===== src/rtl/z16_pkg.sv =====
// Shared Z16 definitions: instruction width, NOP encoding and instruction RAM states.
package z16_pkg;

  localparam int unsigned Z16_INSTR_W = 16;

  // 0x0000 decodes as ADD ZR ZR ZR, a harmless no-op
  localparam logic [Z16_INSTR_W-1:0] Z16_NOP = 16'h0000;

  typedef enum logic [1:0] {
    CLEAR = 2'd0,
    RUN   = 2'd1,
    LOAD  = 2'd2
  } z16_iram_state_t;

endpackage


===== src/rtl/z16_instr_ram_if.sv =====
// Fetch and program-load bus of the Z16 instruction RAM.
interface z16_instr_ram_if #(
  parameter int unsigned DATA_W = 16,
  parameter int unsigned ADDR_W = 16,
  parameter int unsigned CNT_W  = 9
);

  logic              i_fetch_req;
  logic [ADDR_W-1:0] i_fetch_addr;
  logic              o_fetch_ready;
  logic              o_fetch_valid;
  logic [DATA_W-1:0] o_instr;
  logic              o_fetch_err;

  logic              i_load_start;
  logic              i_load_valid;
  logic [DATA_W-1:0] i_load_data;
  logic              i_load_last;
  logic              o_load_ready;
  logic              o_load_ovf;
  logic [CNT_W-1:0]  o_load_count;

  // CPU / boot host side
  modport master (
    output i_fetch_req, i_fetch_addr,
    output i_load_start, i_load_valid, i_load_data, i_load_last,
    input  o_fetch_ready, o_fetch_valid, o_instr, o_fetch_err,
    input  o_load_ready, o_load_ovf, o_load_count
  );

  // Instruction RAM side
  modport slave (
    input  i_fetch_req, i_fetch_addr,
    input  i_load_start, i_load_valid, i_load_data, i_load_last,
    output o_fetch_ready, o_fetch_valid, o_instr, o_fetch_err,
    output o_load_ready, o_load_ovf, o_load_count
  );

endinterface


===== src/rtl/z16_ram_1r1w.sv =====
// Simple dual-port synchronous RAM: one write port, one registered read port, no reset.
module z16_ram_1r1w #(
  parameter int unsigned DATA_W = 16,
  parameter int unsigned DEPTH  = 256,
  parameter int unsigned ADDR_W = 8
) (
  input  logic              clk,
  input  logic              we,
  input  logic [ADDR_W-1:0] waddr,
  input  logic [DATA_W-1:0] wdata,
  input  logic              re,
  input  logic [ADDR_W-1:0] raddr,
  output logic [DATA_W-1:0] rdata
);

  logic [DATA_W-1:0] mem [DEPTH];

  // Write port and registered read port; read data holds when re is low
  always_ff @(posedge clk) begin
    if (we) begin
      mem[waddr] <= wdata;
    end
    if (re) begin
      rdata <= mem[raddr];
    end
  end

endmodule


===== src/rtl/z16_instr_ram.sv =====
// Loadable Z16 instruction RAM: zero-fill after reset/short load, 1-cycle fetch, valid/ready loader.
module z16_instr_ram
  import z16_pkg::*;
#(
  parameter int unsigned       DATA_W   = Z16_INSTR_W,
  parameter int unsigned       ADDR_W   = 16,
  parameter int unsigned       DEPTH    = 256,
  parameter logic [DATA_W-1:0] NOP_WORD = DATA_W'(Z16_NOP)
) (
  input logic            i_clk,
  input logic            i_rst_n,
  z16_instr_ram_if.slave bus
);

  localparam int unsigned PTR_W = (DEPTH > 1) ? $clog2(DEPTH) : 1;
  localparam int unsigned CNT_W = $clog2(DEPTH) + 1;
  localparam int unsigned IDX_W = ADDR_W - 1;

  localparam logic [PTR_W-1:0]  PTR_LAST  = PTR_W'(DEPTH - 1);
  localparam logic [CNT_W-1:0]  CNT_MAX   = CNT_W'(DEPTH);
  localparam logic [ADDR_W-1:0] DEPTH_LIM = ADDR_W'(DEPTH);

  z16_iram_state_t state_q, state_d;
  logic [PTR_W-1:0] ptr_q, ptr_d;
  logic [CNT_W-1:0] count_q, count_d;
  logic             ovf_q, ovf_d;
  logic             fetch_valid_q, fetch_valid_d;
  logic             fetch_err_q, fetch_err_d;
  logic             nop_sel_q, nop_sel_d;
  logic             fetch_ready_q;
  logic             load_ready_q;

  logic [IDX_W-1:0]  idx_c;
  logic              fetch_bad_c;
  logic              ram_we_c;
  logic [PTR_W-1:0]  ram_waddr_c;
  logic [DATA_W-1:0] ram_wdata_c;
  logic              ram_re_c;
  logic [PTR_W-1:0]  ram_raddr_c;
  logic [DATA_W-1:0] ram_rdata;

  // Fetch address decode: word index plus misalignment / range error
  always_comb begin
    idx_c       = bus.i_fetch_addr[ADDR_W-1:1];
    fetch_bad_c = bus.i_fetch_addr[0] || (ADDR_W'(idx_c) >= DEPTH_LIM);
  end

  // Next-state, pointer, counter and RAM port control
  always_comb begin
    state_d       = state_q;
    ptr_d         = ptr_q;
    count_d       = count_q;
    ovf_d         = ovf_q;
    fetch_valid_d = 1'b0;
    fetch_err_d   = 1'b0;
    nop_sel_d     = nop_sel_q;
    ram_we_c      = 1'b0;
    ram_waddr_c   = ptr_q;
    ram_wdata_c   = NOP_WORD;
    ram_re_c      = 1'b0;
    ram_raddr_c   = idx_c[PTR_W-1:0];

    case (state_q)
      CLEAR: begin
        ram_we_c = 1'b1;
        if (ptr_q == PTR_LAST) begin
          state_d = RUN;
          ptr_d   = '0;
        end else begin
          ptr_d = ptr_q + PTR_W'(1);
        end
      end

      RUN: begin
        if (bus.i_fetch_req) begin
          fetch_valid_d = 1'b1;
          fetch_err_d   = fetch_bad_c;
          nop_sel_d     = fetch_bad_c;
          ram_re_c      = !fetch_bad_c;
        end
        if (bus.i_load_start) begin
          state_d = LOAD;
          ptr_d   = '0;
          count_d = '0;
          ovf_d   = 1'b0;
        end
      end

      LOAD: begin
        if (bus.i_load_start) begin
          ptr_d   = '0;
          count_d = '0;
          ovf_d   = 1'b0;
        end else if (bus.i_load_valid) begin
          ram_we_c    = 1'b1;
          ram_wdata_c = bus.i_load_data;
          count_d     = (count_q == CNT_MAX) ? count_q : count_q + CNT_W'(1);
          if (ptr_q == PTR_LAST) begin
            // Array full: either exact fit or overflow; further words are dropped
            state_d = RUN;
            ptr_d   = '0;
            if (!bus.i_load_last) begin
              ovf_d = 1'b1;
            end
          end else if (bus.i_load_last) begin
            // Short image: zero-fill the remaining tail
            state_d = CLEAR;
            ptr_d   = ptr_q + PTR_W'(1);
          end else begin
            ptr_d = ptr_q + PTR_W'(1);
          end
        end
      end

      default: begin
        state_d = CLEAR;
        ptr_d   = '0;
      end
    endcase
  end

  // State and output registers with synchronous active-low reset
  always_ff @(posedge i_clk) begin
    if (!i_rst_n) begin
      state_q       <= CLEAR;
      ptr_q         <= '0;
      count_q       <= '0;
      ovf_q         <= 1'b0;
      fetch_valid_q <= 1'b0;
      fetch_err_q   <= 1'b0;
      nop_sel_q     <= 1'b1;
      fetch_ready_q <= 1'b0;
      load_ready_q  <= 1'b0;
    end else begin
      state_q       <= state_d;
      ptr_q         <= ptr_d;
      count_q       <= count_d;
      ovf_q         <= ovf_d;
      fetch_valid_q <= fetch_valid_d;
      fetch_err_q   <= fetch_err_d;
      nop_sel_q     <= nop_sel_d;
      fetch_ready_q <= (state_d == RUN);
      load_ready_q  <= (state_d == LOAD);
    end
  end

  z16_ram_1r1w #(
    .DATA_W (DATA_W),
    .DEPTH  (DEPTH),
    .ADDR_W (PTR_W)
  ) u_ram (
    .clk   (i_clk),
    .we    (ram_we_c && i_rst_n),
    .waddr (ram_waddr_c),
    .wdata (ram_wdata_c),
    .re    (ram_re_c && i_rst_n),
    .raddr (ram_raddr_c),
    .rdata (ram_rdata)
  );

  // RAM read data is only trusted after a good fetch; otherwise present the NOP word
  assign bus.o_instr       = nop_sel_q ? NOP_WORD : ram_rdata;
  assign bus.o_fetch_valid = fetch_valid_q;
  assign bus.o_fetch_err   = fetch_err_q;
  assign bus.o_fetch_ready = fetch_ready_q;
  assign bus.o_load_ready  = load_ready_q;
  assign bus.o_load_ovf    = ovf_q;
  assign bus.o_load_count  = count_q;

endmodule

===== src/flat_wrapper.sv =====
// flat-port wrapper written by rule: the top's interface ports become plain ports
module z16_instr_ram_flat import z16_pkg::*;
#(
  parameter int unsigned       DATA_W   = Z16_INSTR_W,
  parameter int unsigned       ADDR_W   = 16,
  parameter int unsigned       DEPTH    = 256,
  parameter logic [DATA_W-1:0] NOP_WORD = DATA_W'(Z16_NOP)
)
  (i_clk, i_rst_n, bus_i_fetch_req, bus_i_fetch_addr, bus_i_load_start, bus_i_load_valid, bus_i_load_data, bus_i_load_last, bus_o_fetch_ready, bus_o_fetch_valid, bus_o_instr, bus_o_fetch_err, bus_o_load_ready, bus_o_load_ovf, bus_o_load_count);
  z16_instr_ram_if #(.DATA_W(DATA_W), .ADDR_W(ADDR_W)) bus_i ();
  input logic i_clk;
  input logic i_rst_n;
  input wire logic [$bits(bus_i.i_fetch_req)-1:0] bus_i_fetch_req;
  input wire logic [$bits(bus_i.i_fetch_addr)-1:0] bus_i_fetch_addr;
  input wire logic [$bits(bus_i.i_load_start)-1:0] bus_i_load_start;
  input wire logic [$bits(bus_i.i_load_valid)-1:0] bus_i_load_valid;
  input wire logic [$bits(bus_i.i_load_data)-1:0] bus_i_load_data;
  input wire logic [$bits(bus_i.i_load_last)-1:0] bus_i_load_last;
  output wire logic [$bits(bus_i.o_fetch_ready)-1:0] bus_o_fetch_ready;
  output wire logic [$bits(bus_i.o_fetch_valid)-1:0] bus_o_fetch_valid;
  output wire logic [$bits(bus_i.o_instr)-1:0] bus_o_instr;
  output wire logic [$bits(bus_i.o_fetch_err)-1:0] bus_o_fetch_err;
  output wire logic [$bits(bus_i.o_load_ready)-1:0] bus_o_load_ready;
  output wire logic [$bits(bus_i.o_load_ovf)-1:0] bus_o_load_ovf;
  output wire logic [$bits(bus_i.o_load_count)-1:0] bus_o_load_count;
  assign bus_i.i_fetch_req = bus_i_fetch_req;
  assign bus_i.i_fetch_addr = bus_i_fetch_addr;
  assign bus_i.i_load_start = bus_i_load_start;
  assign bus_i.i_load_valid = bus_i_load_valid;
  assign bus_i.i_load_data = bus_i_load_data;
  assign bus_i.i_load_last = bus_i_load_last;
  assign bus_o_fetch_ready = bus_i.o_fetch_ready;
  assign bus_o_fetch_valid = bus_i.o_fetch_valid;
  assign bus_o_instr = bus_i.o_instr;
  assign bus_o_fetch_err = bus_i.o_fetch_err;
  assign bus_o_load_ready = bus_i.o_load_ready;
  assign bus_o_load_ovf = bus_i.o_load_ovf;
  assign bus_o_load_count = bus_i.o_load_count;
  z16_instr_ram #(.DATA_W(DATA_W), .ADDR_W(ADDR_W), .DEPTH(DEPTH), .NOP_WORD(NOP_WORD)) u_core (.i_clk(i_clk), .i_rst_n(i_rst_n), .bus(bus_i));
endmodule

===== config.mk =====
export PLATFORM = sky130hd
export DESIGN_NAME = z16_instr_ram_flat
export DESIGN_NICKNAME = d
export VERILOG_FILES = /design/src/rtl/z16_pkg.sv /design/src/rtl/z16_instr_ram_if.sv /design/src/rtl/z16_ram_1r1w.sv /design/src/rtl/z16_instr_ram.sv /design/src/flat_wrapper.sv
export SDC_FILE = /design/constraint.sdc
export NUM_CORES = 2
export LEC_CHECK = 0
export ABC_AREA = 1
export CORE_MARGIN = 10
export CORE_UTILIZATION = 25
export DETAILED_ROUTE_END_ITERATION = 16
export PLACE_DENSITY = 0.35
export SKIP_CTS_REPAIR_TIMING = 1
export SLEW_MARGIN = 20
export SYNTH_ARGS = -nofsm -noshare
export SYNTH_HDL_FRONTEND = slang
export SYNTH_HIERARCHICAL = 1
export SYNTH_SLANG_ARGS = --single-unit

===== constraint.sdc =====
create_clock -name i_clk -period 10.7 [get_ports i_clk]
set_input_delay 1.605 -clock i_clk [delete_from_list [all_inputs] [get_ports i_clk]]
set_output_delay 1.605 -clock i_clk [all_outputs]
set_load 0.01 [all_outputs]

==> impl_metrics.tcl <==
set metrics [dict create \
    ys_warn_count 6 \
    grt_use_total_pct 16.7 \
    startpoint_type "primary input" \
    crit_path_cell_trace "buf_16 > inv_16 > buf_12 > buf_12 > nand2_1 > nand3_1 > nand3_1 > nand3_1 > nand3_1 > nand3_1 > nand3_1 > nand2_1 > nand2_1 > nand2_1" \
    grt_pass1_wl_um 853000 \
    cts_buffers 469 \
    netlist.area_leader.share_pct 73.7 \
    slew_viol_final 0 \
    grt.overflow.total 0 \
    maxCapViolations 0 \
    via_per_inst 4.64 \
    grt_max_degree 154 \
    clock_path_buffers 4 \
    synth_edf_count 4112 \
    path_clk_slew_ps 60 \
    syn_nets 13900 \
    syn2layout_area_growth_pct 15.6 \
    cp_max_fo 153 \
    hpwlAfterDp_um 334000 \
    synth_area_leaders "edfxtp_1 74%, nand3_1 12%, nand2_1 9.6%" \
    timing.final.crit_period_ps 5470 \
    drt_iter0_drc 10300 \
    dr.pass1.iters 5 \
    critPathArrivalTime_ps 6380 \
    ys_seq_elements 4137 \
    die_h_um 838 \
    postLayoutCoreUtil_pct 29.0 \
    tightest_slew_ps 1260 \
    ir_worst_vdd_v 0.000154 \
    synth_top_cell_by_area "edfxtp_1" \
    vias 108000 \
    port_buffers 67 \
    clkLatencyLatePin_ps 1050 \
    setup_violations 0 \
    synthCells 13900 \
    pre_cts_slack_ps 4290 \
    slowest_delay_ps 630 \
    gp_congestion 0.745 \
    grt_pass1_vias 104000 \
    outcome "finished, final reports clean" \
    cp.required_ps 11610 \
    synth_area_per_cell_um2 12.1 \
    finalWorstSetupSlack_ps 5230 \
    layout.nets 14000 \
    synth_area_mm2 0.167 \
    whs_ps 526 \
    row_count 300 \
    clock.fmax_mhz 183 \
    slew_headroom_pct 16.3 \
    synth_top_flop_cell "edfxtp_1" \
    critical_path.slowest_cell "inv_16" \
    drt.antenna.violating_nets 0 \
    seq_area_frac_synth_pct 74.0 \
    cp-end-kind "register" \
    final.setup.tns_ps 0 \
    core_mm2 0.668 \
    drc 0 \
    hold_viol_final 0 \
    rsz0062_at_grt "no" \
    powerDensity_mw_per_mm2 181 \
    cts_tree "built" \
    placedCellCount 22400 \
    drt-total-wl_um 610000 \
    yosysUniqueCellTypes 32 \
    avgRoutedWirePerCell_um 26.3 \
    fin_crit_sh_pct 51.1 \
    ctsRootBufferMaster "clkbuf_16" \
    grt_antenna_before_repair 37 \
    hp-class "register to register" \
    io_pins 68 \
    async_flop_share_pct 0 \
    layout-drive-gt1-share_pct 8.60 \
    start_util_pct 25.1 \
    htreeDepth 5 \
    die_w_um 838 \
    crit_type "primary input to register" \
    cts_sinks 4137 \
    instances_no_fill 23200 \
    power_leakage_uw 0.0693 \
    nFillCells 68400 \
    skew_ps 36.6 \
    path_common_cell "nand3_1" \
    die_area_mm2 0.703 \
]
[cell usage after synthesis (9+ instances only)]
library cell / count
inv_1: 92
buf_6: 53
clkbuf_1: 157
buf_1: 70
o21ai_0: 9
a21oi_1: 21
nand2_1: 4261
edfxtp_1: 4112
buf_2: 497
buf_4: 163
dfxtp_1: 25
nor2_1: 343
nand3_1: 4050
[stage by stage]
| step | cell area, um^2 | power, uW |
|---|---|---|
| after global placement | 179000 | 19600 |
| after detailed placement | 179000 | 19600 |
| after CTS | 194000 | 35500 |
| final | 194000 | 35000 |
| after floorplan | 167000 | 18900 |
| after global routing | 194000 | 36200 |
[report_power, final]
part	total (uW)	switching [uW]	internal, uW
Sequential	17600	5.82	17600
Combinational	1670	1300	376
Clock	15800	6840	8920
Total	35000	8140	26800
[state kept, by name, indices dropped and copies added (netlist names)]
signal	count
u_core/bus.o_fetch_err	1
u_core/u_ram/mem	4096
u_core/bus.o_load_ovf	1
u_core/nop_sel_q	1
u_core/ptr_q	8
u_core/u_ram/rdata	16
u_core/bus.o_fetch_ready	1
u_core/bus.o_fetch_valid	1
u_core/bus.o_load_ready	1
u_core/state_q	2
u_core/bus.o_load_count	9
[placed cells by master, fill, tap and decap left out, types with 87 or more instances in the layout]
| master | n |
|---|---|
| nor2_1 | 203 |
| clkbuf_1 | 118 |
| inv_1 | 89 |
| buf_4 | 378 |
| nor2_2 | 87 |
| edfxtp_1 | 4112 |
| nand2_1 | 4243 |
| clkbuf_16 | 478 |
| clkinv_1 | 145 |
| nand3_1 | 4050 |
[cells by family after synthesis]
| family | Yosys count | share of synthesized area [%] |
|---|---|---|
| DFF | 4137 | 74.0 |
| buffers and inverters | 1042 | 3.33 |
| AOI/OAI and AO/OA | 33 | 0.102 |
| adders and majority gates | 3 | 0.0224 |
| xor gates and xnor gates | 1 | 0.00523 |
| and+or+nand+nor | 8673 | 22.5 |
[critical path: cells and delay by family]
kind | cells | cell delay, ps
simple gates | 10 | 2320
buf+inv | 4 | 1800
[final timing paths]
check                   startpoint                         to  slack [ps]  cells past startpoint
max            bus_i_fetch_addr[1]     u_core/u_ram/rdata[10]        5230                     14
min          u_core/bus.o_load_ovf      u_core/bus.o_load_ovf         530                      2
max reg2reg      u_core/state_q[0]  u_core/u_ram/mem[163][15]        6740                     10
min reg2reg  u_core/bus.o_load_ovf      u_core/bus.o_load_ovf         530                      2
[area by class of cell]
cell class / instances / area (um^2) / share of cell area, %
antenna: 15 / 37.5 / 0.0194
clock buffer: 598 / 12400 / 6.42
clock inverter: 270 / 2170 / 1.12
inverter: 100 / 432 / 0.223
multi-input combinational: 8710 / 38600 / 20.0
sequential: 4137 / 124000 / 64.0
tap: 8909 / 11100 / 5.76
timing repair buffer: 505 / 4760 / 2.46
[layer usage]
metal / part of all wire (%) / track usage, % / vias to the layer above
met5: 0.0021 / 0 / -
met4: 2.7 / 4.38 / 2
met3: 4.8 / 2.03 / 721
met2: 45 / 26.3 / 2535
met1: 47 / 24.2 / 55000
li1: - / - / 49600
No activity file was read; power rests on OpenSTA's default activity.
